<file path="src/rtl/hamming_secded_decoder.sv">
// hamming_secded_decoder: pipelined Hamming SECDED decoder with valid/ready flow and saturating error counters.
module hamming_secded_decoder #(
  parameter int DATA_W = 32,
  parameter int CNT_W = 16,
  localparam int P0 = $clog2(DATA_W + 1),
  localparam int P1 = $clog2(DATA_W + P0 + 1),
  localparam int P2 = $clog2(DATA_W + P1 + 1),
  localparam int P = $clog2(DATA_W + P2 + 1),
  localparam int N = DATA_W + P,
  localparam int CW_W = N + 1
) (
  input  logic              clk,
  input  logic              rst_n,
  input  logic              in_valid,
  output logic              in_ready,
  input  logic [CW_W-1:0]   in_cw,
  output logic              out_valid,
  input  logic              out_ready,
  output logic [DATA_W-1:0] out_data,
  output logic [P-1:0]      out_syndrome,
  output logic              out_corrected,
  output logic              out_uncorrectable,
  input  logic              cnt_clr,
  output logic [CNT_W-1:0]  corr_cnt,
  output logic [CNT_W-1:0]  uncorr_cnt
);
  localparam logic [P-1:0] N_P = P'(N);
  localparam logic [CNT_W-1:0] CNT_MAX = '1;
  logic s1_v_q, s1_v_d, s2_v_q, s2_v_d, s1_pe_q, s1_pe_d;
  logic [CW_W-1:0] s1_cw_q, s1_cw_d;
  logic [P-1:0] s1_syn_q, s1_syn_d, s2_syn_q, s2_syn_d, syn;
  logic [DATA_W-1:0] s2_data_q, s2_data_d, data;
  logic s2_corr_q, s2_corr_d, s2_unc_q, s2_unc_d;
  logic [CNT_W-1:0] corr_cnt_q, corr_cnt_d, uncorr_cnt_q, uncorr_cnt_d;
  logic [N-1:0] fixed;
  logic corr, unc, s1_ld, s2_ld, s2_en, out_hs;
  int k;
  always_comb begin
    syn = '0;
    for (int i = 0; i < P; i++)
      for (int j = 1; j <= N; j++)
        syn[i] = syn[i] ^ (in_cw[j-1] & j[i]);
    s2_ld = !s2_v_q | out_ready;
    s1_ld = !s1_v_q | s2_ld;
    s2_en = s2_ld & s1_v_q;
    out_hs = s2_v_q & out_ready;
    corr = s1_pe_q & (s1_syn_q <= N_P);
    unc = (s1_pe_q | (s1_syn_q != '0)) & !corr;
    // equality with a nonzero position replaces the old syn-1 shift, so syn=0 never flips anything
    for (int j = 1; j <= N; j++)
      fixed[j-1] = s1_cw_q[j-1] ^ (corr & (s1_syn_q == P'(j)));
    data = '0;
    k = 0;
    for (int j = 1; j <= N; j++)
      if ((j & (j - 1)) != 0) begin
        data[k] = fixed[j-1];
        k = k + 1;
      end
    s1_v_d = s1_ld ? in_valid : s1_v_q;
    s1_cw_d = (s1_ld & in_valid) ? in_cw : s1_cw_q;
    s1_syn_d = (s1_ld & in_valid) ? syn : s1_syn_q;
    s1_pe_d = (s1_ld & in_valid) ? ^in_cw : s1_pe_q;
    s2_v_d = s2_ld ? s1_v_q : s2_v_q;
    s2_data_d = s2_en ? data : s2_data_q;
    s2_syn_d = s2_en ? s1_syn_q : s2_syn_q;
    s2_corr_d = s2_en ? corr : s2_corr_q;
    s2_unc_d = s2_en ? unc : s2_unc_q;
    corr_cnt_d = cnt_clr ? '0 : (out_hs & s2_corr_q & (corr_cnt_q != CNT_MAX)) ? corr_cnt_q + 1'b1 : corr_cnt_q;
    uncorr_cnt_d = cnt_clr ? '0 : (out_hs & s2_unc_q & (uncorr_cnt_q != CNT_MAX)) ? uncorr_cnt_q + 1'b1 : uncorr_cnt_q;
  end
  always_ff @(posedge clk or negedge rst_n) begin
    if (!rst_n) begin
      s1_v_q <= 1'b0;
      s1_cw_q <= '0;
      s1_syn_q <= '0;
      s1_pe_q <= 1'b0;
      s2_v_q <= 1'b0;
      s2_data_q <= '0;
      s2_syn_q <= '0;
      s2_corr_q <= 1'b0;
      s2_unc_q <= 1'b0;
      corr_cnt_q <= '0;
      uncorr_cnt_q <= '0;
    end else begin
      s1_v_q <= s1_v_d;
      s1_cw_q <= s1_cw_d;
      s1_syn_q <= s1_syn_d;
      s1_pe_q <= s1_pe_d;
      s2_v_q <= s2_v_d;
      s2_data_q <= s2_data_d;
      s2_syn_q <= s2_syn_d;
      s2_corr_q <= s2_corr_d;
      s2_unc_q <= s2_unc_d;
      corr_cnt_q <= corr_cnt_d;
      uncorr_cnt_q <= uncorr_cnt_d;
    end
  end
  assign in_ready = s1_ld;
  assign out_valid = s2_v_q;
  assign out_data = s2_data_q;
  assign out_syndrome = s2_syn_q;
  assign out_corrected = s2_corr_q;
  assign out_uncorrectable = s2_unc_q;
  assign corr_cnt = corr_cnt_q;
  assign uncorr_cnt = uncorr_cnt_q;
endmodule
</file>
<file path="config.mk">
export PLATFORM = sky130hd
export DESIGN_NAME = hamming_secded_decoder
export DESIGN_NICKNAME = d
export VERILOG_FILES = /design/src/rtl/hamming_secded_decoder.sv
export SDC_FILE = /design/constraint.sdc
export NUM_CORES = 1
export LEC_CHECK = 0
export ABC_CLOCK_PERIOD_IN_PS = 4570
export CORE_ASPECT_RATIO = 0.9
export CORE_UTILIZATION = 56
export CTS_CLUSTER_SIZE = 14
export DETAILED_ROUTE_END_ITERATION = 6
export PLACE_DENSITY = 0.86
export RECOVER_POWER = 100
export SKIP_LAST_GASP = 1
export SLEW_MARGIN = 20
export SYNTH_ARGS = -nofsm -noshare
export SYNTH_HDL_FRONTEND = slang
export SYNTH_SLANG_ARGS = --single-unit
</file>
<file path="constraint.sdc">
create_clock -name clk -period 4.57 [get_ports clk]
set_input_delay 0.914 -clock clk [delete_from_list [all_inputs] [get_ports clk]]
set_output_delay 0.914 -clock clk [all_outputs]
set_load 0.05 [all_outputs]
</file>
### Word level (Yosys, flattened, before mapping)

Index checks and enable logic that the tools add are counted.
W data, S select, Z words.

* output and inout bits: 74
* bits in registers: 119
* word-level logic and storage cells: 225
* input bits: 44

* reductions and logical operators: 7
* multiplexer cells: 4
* magnitude comparators: 1
* add/subtract/negate cells: 2
* bitwise gates (word level): 166
* eq/ne operators: 34

Operators with widths (count)
* $xor A1 B1 Y1: 122
* $eq A6 B5 Y1 const B: 15
* $mux W16: 4
* $eq A6 B4 Y1 const B: 7
* $and A1 B1 Y1: 41
* $reduce_xor A39 Y1: 1
* $eq A6 B6 Y1 const B: 6
* $add A16 B1 Y16 const B: 2
* $ne A16 B16 Y1 const B: 2
* $eq A6 B3 Y1 const B: 3
* $eq A6 B2 Y1 const B: 1
* $le A6 B6 Y1 const B: 1
* $reduce_bool A6 Y1: 1
* $reduce_bool A2 Y1: 2
* $logic_not A1 Y1: 3
* $or A1 B1 Y1: 3

### Depth between registers and ports, before layout

Gate-level depths: netlist of run 1.

* word-level depth: 18
* depth in mapped cells: 7
* gate-level depth less buffers: 7

### Worst setup path after synthesis of run 1

No wires, ideal clock.

* path kind: input to register
* start: input port out_ready
* end: register s1_cw_q[10]
* required time: 4.445 ns
* setup time: 0.125 ns
* buffers on the path: 1
* arrival time: 2.461 ns
* stages on the path: 4
* setup slack: 1.984 ns
* cell sequence: nand3b_1 > nand2_2 > buf_1 > mux2_2

* cells in the longest elaborated chain, start to end: 3

RTL lines
* from (decl): RTL line 18 `input logic out_ready,`
* $or A1 B1 Y1: RTL line 43 `s2_ld = !s2_v_q | out_ready;`
* $or A1 B1 Y1: RTL line 44 `s1_ld = !s1_v_q | s2_ld;`
* $and A1 B1 Y1: RTL line 60 `s1_cw_d = (s1_ld & in_valid) ? in_cw : s1_cw_q;`
* to (signal assigned): RTL line 86 `s1_cw_q <= s1_cw_d;`
* to (decl): RTL line 30 `logic [CW_W-1:0] s1_cw_q, s1_cw_d;`

Every way passes these cells.
A chain may end at the register's enable or synchronous reset.

### Final worst setup path of run 1

* start: input port out_ready
* end: register s2_data_q[27] (netlist: out_data[27])

* cells in the longest elaborated chain, start to end: 2

RTL lines
* $or A1 B1 Y1: RTL line 43
* $and A1 B1 Y1: RTL line 45 `s2_en = s2_ld & s1_v_q;`
* to (signal assigned): RTL line 90 `s2_data_q <= s2_data_d;`
* to (decl): RTL line 32 `logic [DATA_W-1:0] s2_data_q, s2_data_d, data;`

Every way passes these cells.

==> results of run 1 <==
## power by group through the flow
stage          combinational [mW]  sequential (mW)  clock, mW
2_1_floorplan               0.625             1.69          0
3_3_place_gp                 1.35             1.37          0
3_5_place_dp                 1.38             1.39          0
4_1_cts                      1.39             1.37       1.44
5_1_grt                      1.43             1.40       1.48
6_report                     1.35             1.37       1.42
## sequential cells by signal, summed over array words and instances (netlist names)
register and count:
out_data 32, s1_cw_q 32, corr_cnt 16, uncorr_cnt 16
out_syndrome 6, s1_syn_q 6, out_corrected 1, out_uncorrectable 1
out_valid 1, s1_pe_q 1, s1_v_q 1
## cell type report
type                    count  area (um2)
clock buffers              20         467
clock inverters            12         180
fillers                   630        2140
inverters                   5        18.8
multi-input cells         414        2890
flip-flops and latches    113        2830
well taps                 126         158
repair buffers            120        1180
## cells in the final DEF (no fill, tap or decap), drive strengths merged, types with 4 or more instances in the layout
| cell type | n |
|---|---|
| a21oi | 36 |
| buf | 4 |
| bufinv | 4 |
| clkbuf | 21 |
| clkdlybuf4s50 | 40 |
| clkinvlp | 5 |
| dfrtp | 113 |
| dlygate4sd3 | 75 |
| inv | 6 |
| mux2 | 41 |
| nand2 | 31 |
| nand2b | 7 |
| nand3 | 21 |
| nand4 | 11 |
| nor2 | 90 |
| nor2b | 6 |
| nor3 | 7 |
| o21ai | 8 |
| xnor2 | 82 |
| xnor3 | 4 |
| xor2 | 43 |
## worst max-delay path by stage
stage                         start      endpoint  slack [ns]  cells after the start
after detailed placement  out_ready      in_ready        1.19                      3
after global placement    out_ready      in_ready        1.26                      3
after global routing      out_ready  out_data[13]        0.69                      6
after floorplan           out_ready   s1_cw_q[10]        1.98                      4
after CTS                 out_ready      in_ready        1.18                      3
final                     out_ready  out_data[27]        0.94                      6
## kinds of logic after synthesis
group                    count (synthesis)  synth area share (%)
XOR/XNOR                               129                  21.3
AND/OR/NAND/NOR                        187                  14.6
flip-flops                             113                  48.6
buffers and inverters                   25                  1.61
AO/OA/AOI/OAI                           52                  4.95
adder cells (fa/ha/maj)                  2                 0.430
multiplexers                            44                  8.45
## synthesized netlist by cell type, drive strengths merged
master / instances / area (um2)
nand2b: 7 / 43.8
a21oi: 36 / 180
o21ai: 8 / 40.0
and3: 3 / 18.8
and4: 1 / 8.76
inv: 5 / 18.8
a31o: 1 / 8.76
ha: 2 / 25.0
a41oi: 1 / 8.76
a311oi: 1 / 8.76
nand4: 11 / 68.8
nor2b: 6 / 37.5
nand3: 21 / 105
mux2i: 3 / 30.0
or2: 1 / 6.26
xnor2: 82 / 775
o221ai: 1 / 8.76
xor2: 43 / 377
clkbuf: 17 / 63.8
nand4b: 1 / 8.76
xnor3: 4 / 90.1
nand3b: 3 / 22.5
a21boi: 1 / 7.51
buf: 3 / 11.3
and2: 2 / 12.5
nor2: 90 / 338
a311o: 1 / 10.0
or3: 2 / 12.5
a31oi: 1 / 6.26
dfrtp: 113 / 2830
nor3b: 1 / 7.51
a211o: 1 / 8.76
nor3: 7 / 40.0
nand2: 31 / 119
mux2: 41 / 462
## per-stage QoR
step / util, % / total power [mW] / area [um2]
global route: 78.3 / 4.31 / 7730
CTS: 78.4 / 4.20 / 7740
floorplan: - / 2.31 / 5820
global placement: 71.9 / 2.72 / 7090
finish: 78.3 / 4.14 / 7730
detailed placement: 71.9 / 2.76 / 7090
## layer usage
metal  GRT usage [%]  vias to the layer above  routed length, um
li1                -                     2098                  -
met1            36.4                     2221               5980
met2            47.4                      151               7060
met3            6.81                       24                906
met4            6.77                        0                149
met5               0                        -                  0
## worst max-delay path, delay by kind of cell
| kind | cells | cell delay (ns) |
|---|---|---|
| buf+inv | 2 | 1.15 |
| compound gates | 1 | 0.15 |
| simple gates | 3 | 1.71 |
==> results.txt, run 1 <==
- Drt total wl: roughly 14 mm
* HPWL Detailed: slightly above 10 mm
* Worst reg2reg startpoint: out_valid
- TritonCTS created 17 clock buffers.
* Layout overhead on the synthesized area: 32.8%
* Antenna Nets Post-Route: 0
- The number of antenna diodes in the final layout is 0.
* Slew Viols, Final: around 140
- Cell with the largest stage delay on the worst path: sky130_fd_sc_hd__and2_0
* Worst clock skew on the final layout: ~0.0086 ns
- Summing the sequential cell areas from Yosys gives between 40% and 50% of the chip area.
- Syn Inst Count: around 550
- Of the cells placed in the final design, the portion with a size suffix greater than 1 is a little under an eighth.
- The critical path goes through dlygate4sd3_1, nand2b_1, and2_0, buf_4, nor2_1, a21oi_1.
* Worst hold path type: reg -> reg
- Buffers inserted to repair hold after CTS numbered 0.
- Via count of the routed design: around 4500
- After floorplanning, the core was divided into 34 placement rows.
* Count of non-filler cells in the finished layout: between 800 and 900
- The flow ran to the end, but the final reports show violations.
* Top-level port count: around 120
* Combined global-route utilization of all metal layers: between 20% and 30%
- Power per Cell Area: about 540 nW/um2
- Transition time at the pin with the least slew margin: approximately 3 ns
- Detailed Route Iter0 Violations: 415
- Synth warnings: 0
* Number of nets at the end of the flow: 717
* Pre-CTS setup slack: approximately 1.2 ns
- Crit path arrival time: 3.95 ns
* Flops & latches, synth: about 110
* Worst hold stages: 1
- Net switching is around 36% of the power.
- CP Capture Type: flip-flop
- The die is about 110 um wide.
- The final reports fail on max-capacitance violations, max-slew violations.
- Of the total power, combinational logic draws approximately a third.
* Area enclosed by the die boundary: between 10000 and 15000 um2
- Count of H-tree levels built during CTS: 4
- Worst Hold Endpoint: out_syndrome[2]
* Register-to-register setup slack: 1.68 ns
* Chip height: 98.7 um
- STA classifies the critical path startpoint as an input port.
* Hold violation count in the final report: 0
- Hold Crit Start: out_syndrome[2]
* TritonCTS clock tree: built
- The clock passes through at most 2 buffers.
* Root buffer selected by CTS: sky130_fd_sc_hd__clkbuf_16
- Sequential cell fraction of total power: between 30% and 40%
* Unrepaired setup endpoints after global routing: false
* Clock-pin slew on the worst setup and hold paths: ~0.050 ns
- The critical path is of the in -> reg type.
* Data required time of the critical path: between 4 and 5 ns
* Total clock sinks: between 100 and 150
- Counting distinct cell types in the post-synthesis netlist gives 41.
* Routed WL per cell: about 17 um
- The analysis attributes to net switching a power of ~1.5 mW.
* Area of the core: 9870 um2
- Post-CTS timing repair inserted 0 buffers for setup.
* I/O Buffers: about 120
- Maximum number of pins on one net before global-route repair: 55
* Final setup violation count: 0
* Synth Area per Inst: 10.5 um2
* Hold Worst Slack: between 0.4 and 0.5 ns
- Later-pin clock latency in the skew report: approximately 0.41 ns
- Residual DRC count: 0
- The number of antenna violations at the first check in global routing was 0.
* Largest driver fanout on the critical path: a little over 40
- The initial utilization of the core area, before any placement, comes to 58.9%.
* Mapped Nets: around 600
* Share of total power in the clock network: between 30% and 40%
- Slack of the critical path: ~0.94 ns
- Once placement completed, the tool counted placed cells totaling just under 800.
- The analysis attributes to cell leakage a power of roughly 3.1 nW.
- Vias per cell: 5.55
- Wire length of the first global-routing pass: approximately 23 mm
- For the final routed database, the setup TNS stands at 0 ns.
- Internal power comes to between 2 and 3 mW.
- CP max stage delay: ~1.5 ns
- Period utilisation layout: about four fifths
- Measured against its own limit, the worst slew margin works out to -94.9%.
- Maximum vdd drop: 0.337 mV
- Once the clock tree was built, the resizer swapped 0 gates to a different size.
- Maximum clock frequency: between 0.2 and 0.3 GHz
* Worst Reg-to-Reg Cells: 5
* Via count of the first global-routing pass: approximately 4600
* R2R Path End: out_data[27]
* Synthesized cell area: between 5000 and 6000 um2
- The routed design could run at a clock period as short as about 3.6 ns.
- Max-cap violations in this run came to 3.
- Pre-Repair DR Iteration Count: 5
- After global routing the overflow that remains totals 0.
- GP Congestion: between 0.9 and 1
No activity file was read; power rests on OpenSTA's default activity.
==> run 2: changes to the inputs <==
--- a/config.mk
+++ b/config.mk
@@ -5,12 +5,12 @@
 export SDC_FILE = /design/constraint.sdc
 export NUM_CORES = 1
 export LEC_CHECK = 0
-export ABC_CLOCK_PERIOD_IN_PS = 4570
+export ABC_CLOCK_PERIOD_IN_PS = 3100
 export CORE_ASPECT_RATIO = 0.9
-export CORE_UTILIZATION = 56
+export CORE_UTILIZATION = 47
 export CTS_CLUSTER_SIZE = 14
 export DETAILED_ROUTE_END_ITERATION = 6
-export PLACE_DENSITY = 0.86
+export PLACE_DENSITY = 0.77
 export RECOVER_POWER = 100
 export SKIP_LAST_GASP = 1
 export SLEW_MARGIN = 20
==> constraint.sdc (replaced) <==
create_clock -name clk -period 3.1 [get_ports clk]
set_input_delay 0.62 -clock clk [delete_from_list [all_inputs] [get_ports clk]]
set_output_delay 0.62 -clock clk [all_outputs]
set_load 0.05 [all_outputs]
==> results.txt, run 2 (synthesized netlist as in run 1, its figures left out) <==
- Drt total wl: 13.5 mm (was 14.1 mm)
- Commonest cells after routing, fill and taps aside: 113 x sky130_fd_sc_hd__dfrtp_1, 90 x sky130_fd_sc_hd__nor2_1, 76 x sky130_fd_sc_hd__xnor2_1 (unchanged)
- The worst hold slack was 0.474 ns (was 0.478 ns).
- The violation count after the first detailed-routing iteration was 261 (was 415).
* Path type of the worst setup path: in -> reg (unchanged)
* Combined global-route utilization of all metal layers: 22.4% (was 28.0%)
- The post-CTS resize count is 0 (unchanged).
- The clock slew at the register clock pins of the worst setup and hold paths came to 0.05 ns (about the same).
- TritonCTS clock tree: built (unchanged)
- The number of setup buffers added after CTS was 0 (unchanged).
* Total clock sinks: 113 (unchanged)
- The die span in y is 108 um (was 98.7 um).
* Area of the core: 12100 um2 (was 9870 um2)
- The reported leakage power was 3.20 nW (was 3.15 nW).
* Wire length of the first global-routing pass: 21.7 mm (was 23.0 mm)
- Hold violation count in the final report: 0 (unchanged)
- Maximum vdd drop: 0.442 mV (was 0.337 mV)
* Pre-Repair DR Iteration Count: 5 (unchanged)
* Layout overhead on the synthesized area: 34.5% (was 32.8%)
- Row cnt: 38 (was 34)
- Number of nets at the end of the flow: 720 (was 717)
- Number of buffers between clock root and the deepest sink: 2 (unchanged)
* Worst hold path type: reg -> reg (unchanged)
* Unrepaired setup endpoints after global routing: false (unchanged)
- I/O Buffers: 117 (unchanged)
- Routed WL per cell: 15.9 um (was 17.4 um)
- HPWL Detailed: 10.0 mm (was 10.1 mm)
- The clock insertion delay at the later pin of the skew report came to 0.41 ns (about the same).
- Antenna cells: 0 (unchanged)
- Antenna Nets Post-Route: 0 (unchanged)
* Area enclosed by the die boundary: 12800 um2 (was 10800 um2)
- Total of max-cap violations: 1 (was 3)
* Residual DRC count: 0 (unchanged)
* Transition time at the pin with the least slew margin: 1.80 ns (was 2.92 ns)
- Via count of the first global-routing pass: 4301 (was 4622)
- Worst clock skew on the final layout: 0.00897 ns (was 0.00857 ns)
- The worst-case setup slack after placement came to 0.244 ns (was 1.19 ns).
* Crit path arrival time: 2.87 ns (was 3.95 ns)
- Root buffer selected by CTS: sky130_fd_sc_hd__clkbuf_16 (unchanged)
* Maximum clock frequency: 0.391 GHz
* Horizontal die dimension: 119 um (was 109 um)
- Result of the run: finished, violations left (unchanged).
- The deepest level of the CTS H-tree came to 4 (unchanged).
- The starting utilization of the core area is 48.2% (was 58.9%).
- Violated checks: max-capacitance violations, max-slew violations (unchanged)
* Count of non-filler cells in the finished layout: 847 (was 810)
- The ratio of cells with drive above 1 in the final layout came to 11.8% (was 11.7%).
- Number of hold-repair buffers added at the cts stage: 0 (unchanged)
- Vias per cell: 5.13 (was 5.55)
- Power per Cell Area: 777 nW/um2 (was 536 nW/um2)
- Data required time of the critical path: 3.41 ns (was 4.89 ns)
* GP Congestion: 0.859 (was 0.934)
- CP startpoint kind: input port (unchanged)
* Post-route setup TNS: 0 ns (unchanged)
* CP Capture Type: flip-flop (unchanged)
- Number of antenna violations at the first check in global routing: 0 (unchanged)
* Commonest non-fill, non-tap cell in the layout: sky130_fd_sc_hd__dfrtp_1 (unchanged)
- After layout, the worst path uses 82.4% of the clock period.
- Fill cells: 966 (was 630)
- Largest driver fanout on the critical path: 30 (was 41)
- Top-level port count: 118 (unchanged)
- Final setup violation count: 0 (unchanged)
- Slew Viols, Final: 33 (was 141)
* Slack of the critical path: 0.545 ns (was 0.944 ns)
* Maximum number of pins on one net before global-route repair: 58 (was 55)
- Number of placed instances with taps included: 815 (was 778)
* CTS buffer count: 17 (unchanged)
- Via count of the routed design: 4343 (was 4494)
* Post-route minimum period: about 2.6 ns
- Remaining Overflow, GRT: 0 (unchanged)
- The worst max-slew margin expressed relative to the limit was -20.2% (was -94.9%).
==> run 2: cell count changes in the layout (fill, tap and decap cells not counted), moves of 2 or more <==
cell                         change
sky130_fd_sc_hd__buf_4           -2
sky130_fd_sc_hd__clkinv_2        +5
sky130_fd_sc_hd__clkinvlp_4      -4
sky130_fd_sc_hd__buf_12          +4
==> run 2: stage by stage <==
stage | instance area, um2 | utilization [%] | power, mW
after floorplan | 5820 | - | 3.41
after global placement | 7200 | 59.7 | 4.04
after detailed placement | 7200 | 59.7 | 4.08
after CTS | 7840 | 64.9 | 6.19
after global routing | 7820 | 64.8 | 6.34
final | 7820 | 64.8 | 6.08
==> run 2: worst paths after layout <==
check                           startpoint                end  slack (ns)  depth (start not counted)
max                              out_ready  out_uncorrectable        0.55                          5
min                        out_syndrome[1]    out_syndrome[1]        0.47                          1
max reg2reg                  uncorr_cnt[3]     uncorr_cnt[10]        0.94                          6
min reg2reg                out_syndrome[1]    out_syndrome[1]        0.47                          1
max in group asynchronous            rst_n       out_data[13]        0.96                          2
min in group asynchronous            rst_n        corr_cnt[9]        0.69                          1
==> run 2: critical path, cell delays in order <==
cell                            delay [ns]
sky130_fd_sc_hd__dlygate4sd3_1        0.60
sky130_fd_sc_hd__nand2b_1             0.14
sky130_fd_sc_hd__and2_1               1.00
sky130_fd_sc_hd__o221ai_1             0.34
sky130_fd_sc_hd__o21ai_0              0.16
==> run 2: report_power, final <==
part	total (mW)	switching, mW	internal [mW]
Clock	2.08	0.662	1.42
Sequential	2.00	0.259	1.75
Combinational	1.99	1.22	0.767
Total	6.08	2.14	3.93
==> run 2: layer usage <==
layer  vias up  GRT usage, %  share of wire, %
li1       2093             -                 -
met1      2097          29.4                44
met2       135          35.8                48
met3        18          5.56               5.4
met4         0          8.95               2.0
met5         -             0                 0
==> run 2: final cells by class <==
type                            instances  area [um2]  share of cell area [%]
Tap cell                              160         200                    2.56
Clock inverter                         11         158                    2.02
Multi-Input combinational cell        414        2890                    36.9
Inverter                                5        18.8                   0.240
Timing Repair Buffer                  123        1250                    16.0
Clock buffer                           21         480                    6.14
Sequential cell                       113        2830                    36.1
